`src/rtl/uc_pkg.sv`:
```
// Shared types and constants for the multi-cycle microcontroller control unit.
// Holds the FSM state encoding, the special opcodes and the error codes.
package uc_pkg;

  typedef enum logic [2:0] {
    S_FETCH   = 3'd0,
    S_DECODE  = 3'd1,
    S_EXEC    = 3'd2,
    S_IO_WAIT = 3'd3,
    S_HALT    = 3'd4,
    S_ERR     = 3'd5
  } state_e;

  localparam logic [5:0] OP_JMP  = 6'b110000;
  localparam logic [5:0] OP_JZ   = 6'b110001;
  localparam logic [5:0] OP_JNZ  = 6'b110010;
  localparam logic [5:0] OP_CALL = 6'b110100;
  localparam logic [5:0] OP_RET  = 6'b110101;
  localparam logic [5:0] OP_IN   = 6'b111000;
  localparam logic [5:0] OP_OUT  = 6'b111001;
  localparam logic [5:0] OP_HALT = 6'b111111;

  localparam logic [1:0] ERR_NONE = 2'b00;
  localparam logic [1:0] ERR_OVF  = 2'b01;
  localparam logic [1:0] ERR_UNF  = 2'b10;
  localparam logic [1:0] ERR_TMO  = 2'b11;

endpackage

```
`src/rtl/uc_io_hs.sv`:
```
// I/O handshake: port select, strobes and ready lookup for the control unit.
// Optional wait timeout is built only when UC_IO_TIMEOUT_EN is defined.
module uc_io_hs
  import uc_pkg::*;
#(
  parameter int NPORTS         = 4,
  parameter int TIMEOUT_CYCLES = 255
) (
  input  logic                      clk,
  input  logic                      reset,
  input  logic [$clog2(NPORTS)-1:0] port_idx_i,
  input  logic [NPORTS-1:0]         io_rdy_i,
  input  logic                      rd_req_i,
  input  logic                      wr_req_i,
  input  logic                      wait_i,
  output logic                      io_rd_o,
  output logic                      io_wr_o,
  output logic [NPORTS-1:0]         io_sel_o,
  output logic                      rdy_o,
  output logic                      timeout_o
);

  localparam int PW = $clog2(NPORTS);

  logic [PW-1:0]     idx;
  logic [NPORTS-1:0] one_hot;

  // out-of-range port numbers fall back to port 0
  assign idx = ({{(32-PW){1'b0}}, port_idx_i} < 32'(NPORTS))
             ? port_idx_i : '0;

  assign one_hot  = {{(NPORTS-1){1'b0}}, 1'b1} << idx;
  assign io_sel_o = (rd_req_i | wr_req_i) ? one_hot : '0;
  assign io_rd_o  = rd_req_i;
  assign io_wr_o  = wr_req_i;
  assign rdy_o    = io_rdy_i[idx];

`ifdef UC_IO_TIMEOUT_EN
  localparam int CW = $clog2(TIMEOUT_CYCLES + 1);

  logic [CW-1:0] cnt_q, cnt_d;

  // zero outside the wait state, so every wait starts from a clean count
  always_comb begin
    cnt_d = wait_i ? cnt_q + 1'b1 : '0;
  end

  always_ff @(posedge clk) begin
    if (reset) cnt_q <= '0;
    else       cnt_q <= cnt_d;
  end

  assign timeout_o = wait_i && (cnt_q == CW'(TIMEOUT_CYCLES - 1));
`else
  logic unused_ok;
  assign unused_ok = &{1'b0, clk, reset, wait_i};
  assign timeout_o = 1'b0;
`endif

endmodule

```
`src/rtl/uc_mc_io.sv`:
```
// Multi-cycle control unit: FETCH/DECODE/EXEC FSM, call stack depth and I/O.
// Define UC_IO_TIMEOUT_EN to bound the I/O wait with TIMEOUT_CYCLES.
module uc_mc_io
  import uc_pkg::*;
#(
  parameter int NPORTS         = 4,
  parameter int STACK_DEPTH    = 8,
  parameter int TIMEOUT_CYCLES = 255
) (
  input  logic                      clk,
  input  logic                      reset,
  input  logic [5:0]                opcode,
  input  logic                      s_z,
  input  logic [$clog2(NPORTS)-1:0] port_idx,
  input  logic [NPORTS-1:0]         io_rdy,
  output logic                      ir_en,
  output logic                      pc_en,
  output logic                      s_inc,
  output logic                      s_inm,
  output logic                      s_in,
  output logic                      we3,
  output logic                      wez,
  output logic                      wesp,
  output logic                      push,
  output logic                      pop,
  output logic [2:0]                op_alu,
  output logic                      io_rd,
  output logic                      io_wr,
  output logic [NPORTS-1:0]         io_sel,
  output logic                      halted,
  output logic [1:0]                err
);

  localparam int SW = $clog2(STACK_DEPTH + 1);

  state_e        state_q, state_d;
  logic [SW-1:0] sp_q, sp_d;
  logic [1:0]    err_q, err_d;
  logic          is_in, is_out, io_act;
  logic          rdy, timeout;

  assign is_in  = (opcode == OP_IN);
  assign is_out = (opcode == OP_OUT);
  assign io_act = !reset &&
                  (state_q == S_EXEC || state_q == S_IO_WAIT);

  uc_io_hs #(
    .NPORTS         (NPORTS),
    .TIMEOUT_CYCLES (TIMEOUT_CYCLES)
  ) u_hs (
    .clk        (clk),
    .reset      (reset),
    .port_idx_i (port_idx),
    .io_rdy_i   (io_rdy),
    .rd_req_i   (io_act && is_in),
    .wr_req_i   (io_act && is_out),
    .wait_i     (state_q == S_IO_WAIT),
    .io_rd_o    (io_rd),
    .io_wr_o    (io_wr),
    .io_sel_o   (io_sel),
    .rdy_o      (rdy),
    .timeout_o  (timeout)
  );

  assign err = reset ? ERR_NONE : err_q;

  always_comb begin
    ir_en   = 1'b0;
    pc_en   = 1'b0;
    s_inc   = 1'b0;
    s_inm   = 1'b0;
    s_in    = 1'b0;
    we3     = 1'b0;
    wez     = 1'b0;
    wesp    = 1'b0;
    push    = 1'b0;
    pop     = 1'b0;
    op_alu  = 3'b000;
    halted  = 1'b0;
    state_d = state_q;
    sp_d    = sp_q;
    err_d   = err_q;
    if (!reset) begin
      case (state_q)
        S_FETCH: begin
          ir_en   = 1'b1;
          state_d = S_DECODE;
        end
        S_DECODE: state_d = S_EXEC;
        S_EXEC: begin
          unique case (1'b1)
            !opcode[5]: begin
              op_alu  = opcode[4:2];
              we3     = 1'b1;
              wez     = 1'b1;
              s_inc   = 1'b1;
              pc_en   = 1'b1;
              state_d = S_FETCH;
            end
            opcode[5:4] == 2'b10: begin
              s_inm   = 1'b1;
              we3     = 1'b1;
              s_inc   = 1'b1;
              pc_en   = 1'b1;
              state_d = S_FETCH;
            end
            opcode == OP_JMP,
            opcode == OP_JZ,
            opcode == OP_JNZ: begin
              s_inc   = (opcode == OP_JZ)  ? ~s_z :
                        (opcode == OP_JNZ) ?  s_z : 1'b0;
              pc_en   = 1'b1;
              state_d = S_FETCH;
            end
            opcode == OP_CALL: begin
              if (sp_q == SW'(STACK_DEPTH)) begin
                err_d   = ERR_OVF;
                state_d = S_ERR;
              end else begin
                wesp    = 1'b1;
                push    = 1'b1;
                pc_en   = 1'b1;
                sp_d    = sp_q + 1'b1;
                state_d = S_FETCH;
              end
            end
            opcode == OP_RET: begin
              if (sp_q == '0) begin
                err_d   = ERR_UNF;
                state_d = S_ERR;
              end else begin
                wesp    = 1'b1;
                pop     = 1'b1;
                pc_en   = 1'b1;
                sp_d    = sp_q - 1'b1;
                state_d = S_FETCH;
              end
            end
            is_in || is_out: begin
              if (rdy) begin
                s_in    = is_in;
                we3     = is_in;
                pc_en   = 1'b1;
                s_inc   = 1'b1;
                state_d = S_FETCH;
              end else begin
                state_d = S_IO_WAIT;
              end
            end
            default: state_d = S_HALT;
          endcase
        end
        S_IO_WAIT: begin
          // ready wins over a timeout landing in the same cycle
          if (rdy) begin
            s_in    = is_in;
            we3     = is_in;
            pc_en   = 1'b1;
            s_inc   = 1'b1;
            state_d = S_FETCH;
          end else if (timeout) begin
            err_d   = ERR_TMO;
            state_d = S_ERR;
          end
        end
        S_HALT, S_ERR: halted = 1'b1;
        default: state_d = S_FETCH;
      endcase
    end
  end

  always_ff @(posedge clk) begin
    if (reset) begin
      state_q <= S_FETCH;
      sp_q    <= '0;
      err_q   <= ERR_NONE;
    end else begin
      state_q <= state_d;
      sp_q    <= sp_d;
      err_q   <= err_d;
    end
  end

endmodule

```
`config.mk`:
```
export PLATFORM = sky130hd
export DESIGN_NAME = uc_mc_io
export DESIGN_NICKNAME = d
export VERILOG_FILES = /design/src/rtl/uc_pkg.sv /design/src/rtl/uc_io_hs.sv /design/src/rtl/uc_mc_io.sv
export SDC_FILE = /design/constraint.sdc
export NUM_CORES = 1
export LEC_CHECK = 0
export ABC_CLOCK_PERIOD_IN_PS = 2100
export CAP_MARGIN = 20
export CORE_UTILIZATION = 30
export CTS_CLUSTER_DIAMETER = 200
export DETAILED_ROUTE_END_ITERATION = 8
export GPL_TIMING_DRIVEN = 0
export SETUP_SLACK_MARGIN = 0.05
export SYNTH_ARGS = -nofsm -noshare
export SYNTH_HDL_FRONTEND = slang
export SYNTH_HIERARCHICAL = 1
export SYNTH_SLANG_ARGS = --single-unit
```
`constraint.sdc`:
```
create_clock -name clk -period 2.1 [get_ports clk]
set_input_delay 0.21 -clock clk [delete_from_list [all_inputs] [get_ports clk]]
set_output_delay 0.21 -clock clk [all_outputs]
set_load 0.02 [all_outputs]
```
## After elaboration in Yosys (flattened, before gate mapping)

Cells that the tools add are included.

| operators by class | value |
|---|---|
| $lt $le $gt $ge | 1 |
| shifts and indexed selects | 1 |
| add/subtract/negate cells | 2 |
| equality and inequality tests | 19 |
| mux-type cells | 56 |
| reduce and logical (&&, ||, !) cells | 17 |
| bitwise logic cells | 3 |

Operators by type and width:

| kind | count |
|---|---|
| 6-bit == test, second input constant | 7 |
| 1-bit 2-to-1 mux | 30 |
| 3-bit 2-to-1 mux | 6 |
| 3-bit one-hot mux with 5 select lines | 1 |
| 4-bit 2-to-1 mux | 3 |
| 1-bit one-hot mux with 2 select lines | 6 |
| 3-bit one-hot mux with 4 select lines | 1 |
| 2-bit 2-to-1 mux | 4 |
| 4-bit one-hot mux with 2 select lines | 1 |
| 4-bit AND reduction | 2 |
| 3-bit by 2-bit == test with 1-bit output, second input constant | 2 |
| 3-bit == test, second input constant | 2 |
| 2-bit inequality test, second input constant | 3 |
| 5-bit OR reduction | 1 |
| 4-bit by 1-bit adder with 4-bit output, second input constant | 1 |
| 4-bit == test, second input constant | 1 |
| 4-bit logical NOT | 1 |
| 2-bit by 1-bit inequality test with 1-bit output, second input constant | 2 |
| 1-bit one-hot mux with 4 select lines | 1 |
| 2-bit one-hot mux with 2 select lines | 1 |
| 2-bit OR reduction | 2 |
| 1-bit by 2-bit << shifter with 4-bit output, first input constant | 1 |
| 4-bit by 1-bit subtractor with 4-bit output, second input constant | 1 |
| 3-bit by 1-bit == test with 1-bit output, second input constant | 1 |
| other kinds (13) | 18 |

| word-level totals | value |
|---|---|
| flip-flop bits (word level) | 9 |

## Logic depth before layout (Yosys ltp)

Gate-level depths: netlist of the first run.

| depth | value |
|---|---|
| depth after elaboration | 6 |
| mapped depth | 10 |
| gate-level depth less buffers | 9 |

## By module

The synthesis of the first run kept the hierarchy.

Modules (own cells, without submodules):

| module | seq. area each (µm²) | area an instance (µm²) | cells each | instances |
|---|---|---|---|---|
| uc_mc_io | 180.2 | 868.3 | 118 | 1 |
| uc_io_hs | 0.0 | 78.8 | 12 | 1 |

## Worst setup path before layout of the first run

Ideal clock, no wire load.

| path | value |
|---|---|
| kind | register to output |
| from | reg state_q[0] |
| to | out push |
| cell stages (with the launch flop) | 5 |
| data required time | 1890 ps |
| path slack | 56 ps |
| buffers on the path | 1 |
| data arrival time | 1834 ps |
| path through | dfxtp_1 clkbuf_1 nor2b_1 nand2_1 a2111oi_0 |

| between the ends | value |
|---|---|
| longest elaborated chain between the ends | 3 |

RTL lines:

| element | line | RTL |
|---|---|---|
| start, declared | uc_mc_io.sv:36 | `state_e state_q, state_d;` |
| start signal, assigned | uc_mc_io.sv:178 | `state_q <= state_d;` |
| 3-bit by 2-bit == test with 1-bit output | uc_mc_io.sv:84 | `case (state_q)` |
| 1-bit 2-to-1 mux | uc_mc_io.sv:84 |  |
| 1-bit 2-to-1 mux | uc_mc_io.sv:83 | `if (!reset) begin` |
| end, declared | uc_mc_io.sv:24 | `output logic push,` |

No other way between the ends.

## Worst setup path after layout of the first run

| path | value |
|---|---|
| from | in io_rdy[3] |
| to | out pc_en |

| between the ends | value |
|---|---|
| longest elaborated chain between the ends | 6 |

RTL lines:

| element | line | RTL |
|---|---|---|
| start, declared | uc_mc_io.sv:15 | `input logic [NPORTS-1:0] io_rdy,` |
| 1-bit binary-select mux with 2-bit select * | uc_io_hs.sv:36 | `assign rdy_o = io_rdy_i[idx];` |
| 1-bit 2-to-1 mux (not written as such) * | uc_io_hs.sv:36 |  |
| named net rdy | uc_mc_io.sv:40 | `logic rdy, timeout;` |
| 1-bit 2-to-1 mux * | uc_mc_io.sv:140, uc_mc_io.sv:155 |  |
| 1-bit one-hot mux with 4 select lines | uc_mc_io.sv:91 | `unique case (1'b1)` |
| 1-bit one-hot mux with 2 select lines * | uc_mc_io.sv:84 |  |
| 1-bit 2-to-1 mux * | uc_mc_io.sv:83 |  |
| end, declared | uc_mc_io.sv:17 | `output logic pc_en,` |

Mark *: on every way through the listed nets, which the timed path passes. The rest lies on a longest branch. The select of a mux whose other input is x is not followed.

==> reports/metrics.yaml, run 1 <==
critical_path:
  timing.rr.end: "err_q[1]"
  critPathLaunch: "io_rdy[3]"
  reg2reg_setup_slack_ns: 0.37
  reg2reg_depth: 5
  end_kind: "output port"
  cp-start-kind: "input pin"
  arrival_ns: 1.75
  timing.rr.start: "sp_q[0]"
  cp.required_ns: 1.89
  crit_end: "pc_en"
  cp_max_fo: 4
  critPathKind: "in2out"
sta:
  min_period_over_period: 0.9353
  hold_viol_final: 0
  setup_viol: 0
  drv_slew: 0
  setup_tns_ns: 0
  rsz0062_at_grt: "true"
  skew_ns: 0.005176
  min_period_ns: 1.964
  timing.fmax_ghz: 0.5091
cts:
  clockRootBuffer: "clkbuf_4"
  h-tree-depth: 1
  clock_sinks: 9
  clk_latency_ns: 0.26
  cts_buffers: 3
  cts_buffer_depth: 2
  hold_buffers: 0
  cts_tree: "yes"
  clk_pin_slew_worst_paths_ns: 0.06
synth:
  syn_nets: 147
  avgSynthCellArea_um2: 7.313
  syn_inst: 129
  ys_warn_count: 6
  synth_area_um2: 943.4
power:
  p_comb_frac: 0.322
  ir_worst_vdd_v: 0.0001608
  cellLeakagePower_nw: 0.6296
  pwr_density_cell_nw_per_um2: 326.0
  p_int_mw: 0.3240
  switchingPower_mw: 0.1504
  clock_power_share: 0.284
  total_power_mw: 0.4744
  seqPwrFrac: 0.394
  swShare: 0.3170
cells_and_area:
  areaGrowthSynthToFinish_pct: 54.24
  nNetsFinal: 190
  n_antenna_cell: 0
  drive_gt1_frac: 0.3216
floorplanning:
  fp-row-count: 19
  dieArea_um2: 3373
  coreArea_um2: 2877
  die_x_um: 58.08
  fp.dieH_um: 58.08
  num_io_pins: 37
  initial_utilization: 0.3280
detailed_routing:
  routed_via_density: 4.925
  vias: 1049
  routed_wl_mm: 2.691
  drt_iter0_markers: 21
  postRouteAntennaNets: 0
  wire_per_inst_um: 12.63
  drc: 0
  firstDrtPassIters: 4
grt:
  grt-ovfl-total: 0
  grt_pass1_vias: 1058
  grt_pass1_wl_mm: 4.374
  antenna_found_initial: 0
  grt_max_degree: 11
  grtUsageTotal: 0.1652
run_status:
  outcome: "completed"
job:
  drv_cap: 0
placement:
  port_buffers: 33
  gp_congestion: 0.7777
  dp_hpwl_mm: 2.015
min_path:
  hp-class: "in2reg"
[worst max-delay path, cell delays in order]
cell	delay (ns)
dlygate4sd2_1	0.23
mux4_2	0.51
inv_4	0.10
a21oi_2	0.06
o21ba_4	0.23
nor3_2	0.15
o32ai_1	0.09
buf_2	0.17
[cells in the final DEF (no fill, tap or decap), drive strengths merged, types with 4 or more instances in the layout]
master	instances
inv	11
clkdlybuf4s15	6
nor2	16
o21ai	6
nor2b	4
buf	18
a21o	4
clkdlybuf4s50	5
dlymetal6s2s	6
nand3	4
nor3	11
dfxtp	9
a21oi	7
nand2	8
dlygate4sd2	8
and2	6
clkbuf	9
[how the worst min path moves through the flow]
stage / slack, ns / from / cells past startpoint / to
after CTS: 0.35 / reset / 2 / state_q[0]
final: 0.36 / opcode[0] / 3 / err_q[1]
after floorplan: 0.45 / err_q[1] / 2 / err_q[1]
after detailed placement: 0.49 / err_q[0] / 2 / err_q[0]
after global placement: 0.47 / err_q[1] / 2 / err_q[1]
after global routing: 0.37 / opcode[0] / 3 / err_q[1]
[state kept, by name, summed over array words and instances, names as in the netlist]
name and cells:
err_q 2, sp_q 4, state_q 3
[layout make-up]
| class | count | area [µm²] |
|---|---|---|
| plain buffers | 8 | 56.30 |
| clock buffers | 4 | 26.28 |
| fillers | 283 | 1421 |
| inverters | 12 | 48.80 |
| multi-input cells | 98 | 733.2 |
| flip-flops and latches | 9 | 181.4 |
| well taps | 42 | 52.55 |
| repair buffers | 40 | 356.6 |
[what timing repair did]
action,4_1_cts,5_1_grt
cloned,0,0
endpoints found under the setup margin,19,19
gates resized for setup,64,28
setup buffers,4,3
pin swaps,2,8
[metal layers]
layer / up-vias / GRT usage / part of all wire
met5: - / 0 / 0
li1: 526 / - / -
met2: 48 / 0.2841 / 0.48
met1: 473 / 0.1970 / 0.44
met3: 2 / 0.03125 / 0.068
met4: 0 / 0.07823 / 0.0037
[power groups by stage]
stage | Clock [mW] | Sequential (mW) | Combinational (mW)
3_3_place_gp | 0 | 0.183 | 0.132
4_1_cts | 0.137 | 0.179 | 0.143
5_1_grt | 0.149 | 0.187 | 0.166
2_1_floorplan | 0 | 0.182 | 0.0809
6_report | 0.135 | 0.187 | 0.153
3_5_place_dp | 0 | 0.183 | 0.135
[through the flow]
step / instance area [µm²] / setup WS [ns] / hold slack [ns] / cells / utilization
floorplan: 943.4 / 0.05558 / 0.4536 / 129 / -
global placement: 1326 / -0.6306 / 0.4682 / 204 / 0.4611
detailed placement: 1326 / -0.6728 / 0.4879 / 204 / 0.4611
CTS: 1370 / -0.04014 / 0.3475 / 212 / 0.4763
global route: 1455 / 0.03836 / 0.3683 / 213 / 0.5059
finish: 1455 / 0.1358 / 0.3557 / 213 / 0.5059
No activity file was read; power rests on OpenSTA's default activity.
==> inputs of run 2 (changes only) <==
--- a/config.mk
+++ b/config.mk
@@ -5,12 +5,11 @@
 export SDC_FILE = /design/constraint.sdc
 export NUM_CORES = 1
 export LEC_CHECK = 0
-export ABC_CLOCK_PERIOD_IN_PS = 2100
+export ABC_CLOCK_PERIOD_IN_PS = 1800
 export CAP_MARGIN = 20
 export CORE_UTILIZATION = 30
 export CTS_CLUSTER_DIAMETER = 200
 export DETAILED_ROUTE_END_ITERATION = 8
-export GPL_TIMING_DRIVEN = 0
 export SETUP_SLACK_MARGIN = 0.05
 export SYNTH_ARGS = -nofsm -noshare
 export SYNTH_HDL_FRONTEND = slang
==> constraint.sdc (replaced) <==
create_clock -name clk -period 1.8 [get_ports clk]
set_input_delay 0.18 -clock clk [delete_from_list [all_inputs] [get_ports clk]]
set_output_delay 0.18 -clock clk [all_outputs]
set_load 0.02 [all_outputs]
==> reports/metrics.yaml, run 2 (synthesis gave the netlist of run 1 again) <==
detailed_routing:
  postRouteAntennaNets: 0
  drc: 0
  vias: 1210
  routed_via_density: 4.879
  drt_iter0_markers: 22
  firstDrtPassIters: 4
  wire_per_inst_um: 12.98
  routed_wl_mm: 3.219
critical_path:
  cp_max_fo: 3
  end_kind: "output port"
  critical-path-top-delay-family: "compound AO/OA/AOI/OAI gates"
  arrival_ns: 1.58
  slowest_stage: "a2111oi_4"
  cp.required_ns: 1.62
  critPathKind: "reg2out"
  reg2reg_setup_slack_ns: 0.16
  crit_chain: "xor2_2 > a2111oi_4 > nor3_2 > o32ai_2 > buf_4"
  worst-path-buf-inv: 1
  timing.rr.end: "err_q[1]"
  max_stage_delay_ns: 0.42
  timing.rr.start: "sp_q[2]"
  reg2reg_depth: 6
  cp-start-kind: "flip-flop"
run_status:
  outcome: "completed"
cells_and_area:
  multi_input_area_um2: 822.0
  reg_top3: "sp_q x4, state_q x3, err_q x2"
  areaGrowthSynthToFinish_pct: 88.86
  nNetsFinal: 225
  layout.cells.most_common: "buf_4"
  regMostFlops: "sp_q"
  post-route-util: 0.6194
  n_antenna_cell: 0
  drive_gt1_frac: 0.5243
  largest_reg_flops: 4
  seq_area_um2: 186.4
  layout_common_cells: "buf_4 (48), inv_1 (10), nor2_1 (9)"
  post-route-cell-area_um2: 1782
  filler_cell_count: 255
floorplanning:
  num_io_pins: 37
  fp.dieH_um: 58.08
  coreArea_um2: 2877
  initial_utilization: 0.3280
  fp-row-count: 19
  die_x_um: 58.08
  dieArea_um2: 3373
placement:
  gp_congestion: 0.8312
  post_dp_cell_area_um2: 1594
  port_buffers: 36
  dp_hpwl_mm: 2.314
sta:
  skew_ns: 0.003112
  rsz0062_at_grt: "true"
  min_period_ns: 1.762
  hold_viol_final: 0
  min_period_over_period: 0.9788
  setup_viol: 0
  drv_slew: 0
  timing.fmax_ghz: 0.5676
power:
  cellLeakagePower_nw: 0.8059
  swShare: 0.3228
  p_int_mw: 0.4093
  pwr_density_cell_nw_per_um2: 339.2
  p_comb_frac: 0.384
  seqPwrFrac: 0.349
  clock_power_share: 0.267
  ir_worst_vdd_v: 0.0001783
  total_power_mw: 0.6044
  switchingPower_mw: 0.1951
cts:
  hold_buffers: 0
  clk_latency_ns: 0.26
  cts_tree: "yes"
  cts_buffers: 3
  clockRootBuffer: "clkbuf_4"
  cts_buffer_depth: 2
  h-tree-depth: 1
  clock_sinks: 9
  clk_pin_slew_worst_paths_ns: 0.07
grt:
  antenna_found_initial: 0
  grtUsageTotal: 0.1997
  grt_pass1_wl_mm: 5.271
  grt_max_degree: 16
  grt-ovfl-total: 0
  grt_pass1_vias: 1284
min_path:
  min_from: "err_q[0]"
  holdPathStages: 2
  holdPathEnd: "err_q[0]"
  hp-class: "reg2reg"
job:
  drv_cap: 0
==> run 2: how the worst max path moves through the flow <==
stage | end | slack [ns] | start | depth (start not counted)
after floorplan | push | 0.03 | state_q[0] | 4
after global placement | pc_en | -0.65 | port_idx[0] | 8
after detailed placement | io_sel[0] | -0.71 | opcode[5] | 8
after CTS | io_sel[0] | 0.02 | state_q[2] | 7
after global routing | pc_en | -0.05 | sp_q[3] | 5
final | pc_en | 0.04 | sp_q[3] | 5
==> run 2: worst register-to-register path, cell delays in order, from the launching register on <==
cell and delay [ns]:
dfxtp_1 0.34, nor3_4 0.30, buf_4 0.18, nand4_1 0.16
o21ai_1 0.18, nand2_1 0.10, a221oi_1 0.29
==> run 2: layer usage <==
metal / vias to the layer above / routed length [µm] / track usage
li1: 597 / - / -
met1: 561 / 1328 / 0.2287
met2: 46 / 1692 / 0.3727
met3: 6 / 142 / 0.01563
met4: 0 / 56 / 0.09184
met5: - / 0 / 0
==> run 2: area by class of cell <==
class,count,area share
flip-flops and latches,9,0.1046
well taps,42,0.02949
repair buffers,83,0.3645
inverters,12,0.02528
clock buffers,4,0.01475
multi-input cells,98,0.4614
==> run 2: repair_timing <==
| action | CTS | global route |
|---|---|---|
| pin swaps | 11 | 15 |
| resized for setup | 112 | 43 |
| endpoints found under the setup margin | 24 | 22 |
| buffers inserted | 2 | 5 |
==> run 2: power by group through the flow <==
stage | logic (mW) | registers, mW | clock network [mW]
2_1_floorplan | 0.0948 | 0.212 | 0
3_3_place_gp | 0.202 | 0.215 | 0
3_5_place_dp | 0.206 | 0.216 | 0
4_1_cts | 0.210 | 0.212 | 0.166
5_1_grt | 0.250 | 0.212 | 0.169
6_report | 0.232 | 0.211 | 0.161
==> run 2: through the flow <==
step	hold slack (ns)	setup TNS [ns]	worst slack, ns	cells
floorplan	0.4398	0	0.03111	129
global placement	0.4673	-9.383	-0.6527	237
detailed placement	0.4824	-10.20	-0.7109	237
CTS	0.4898	0	0.01616	243
global route	0.5091	-0.05455	-0.05455	248
finish	0.4793	0	0.03821	248
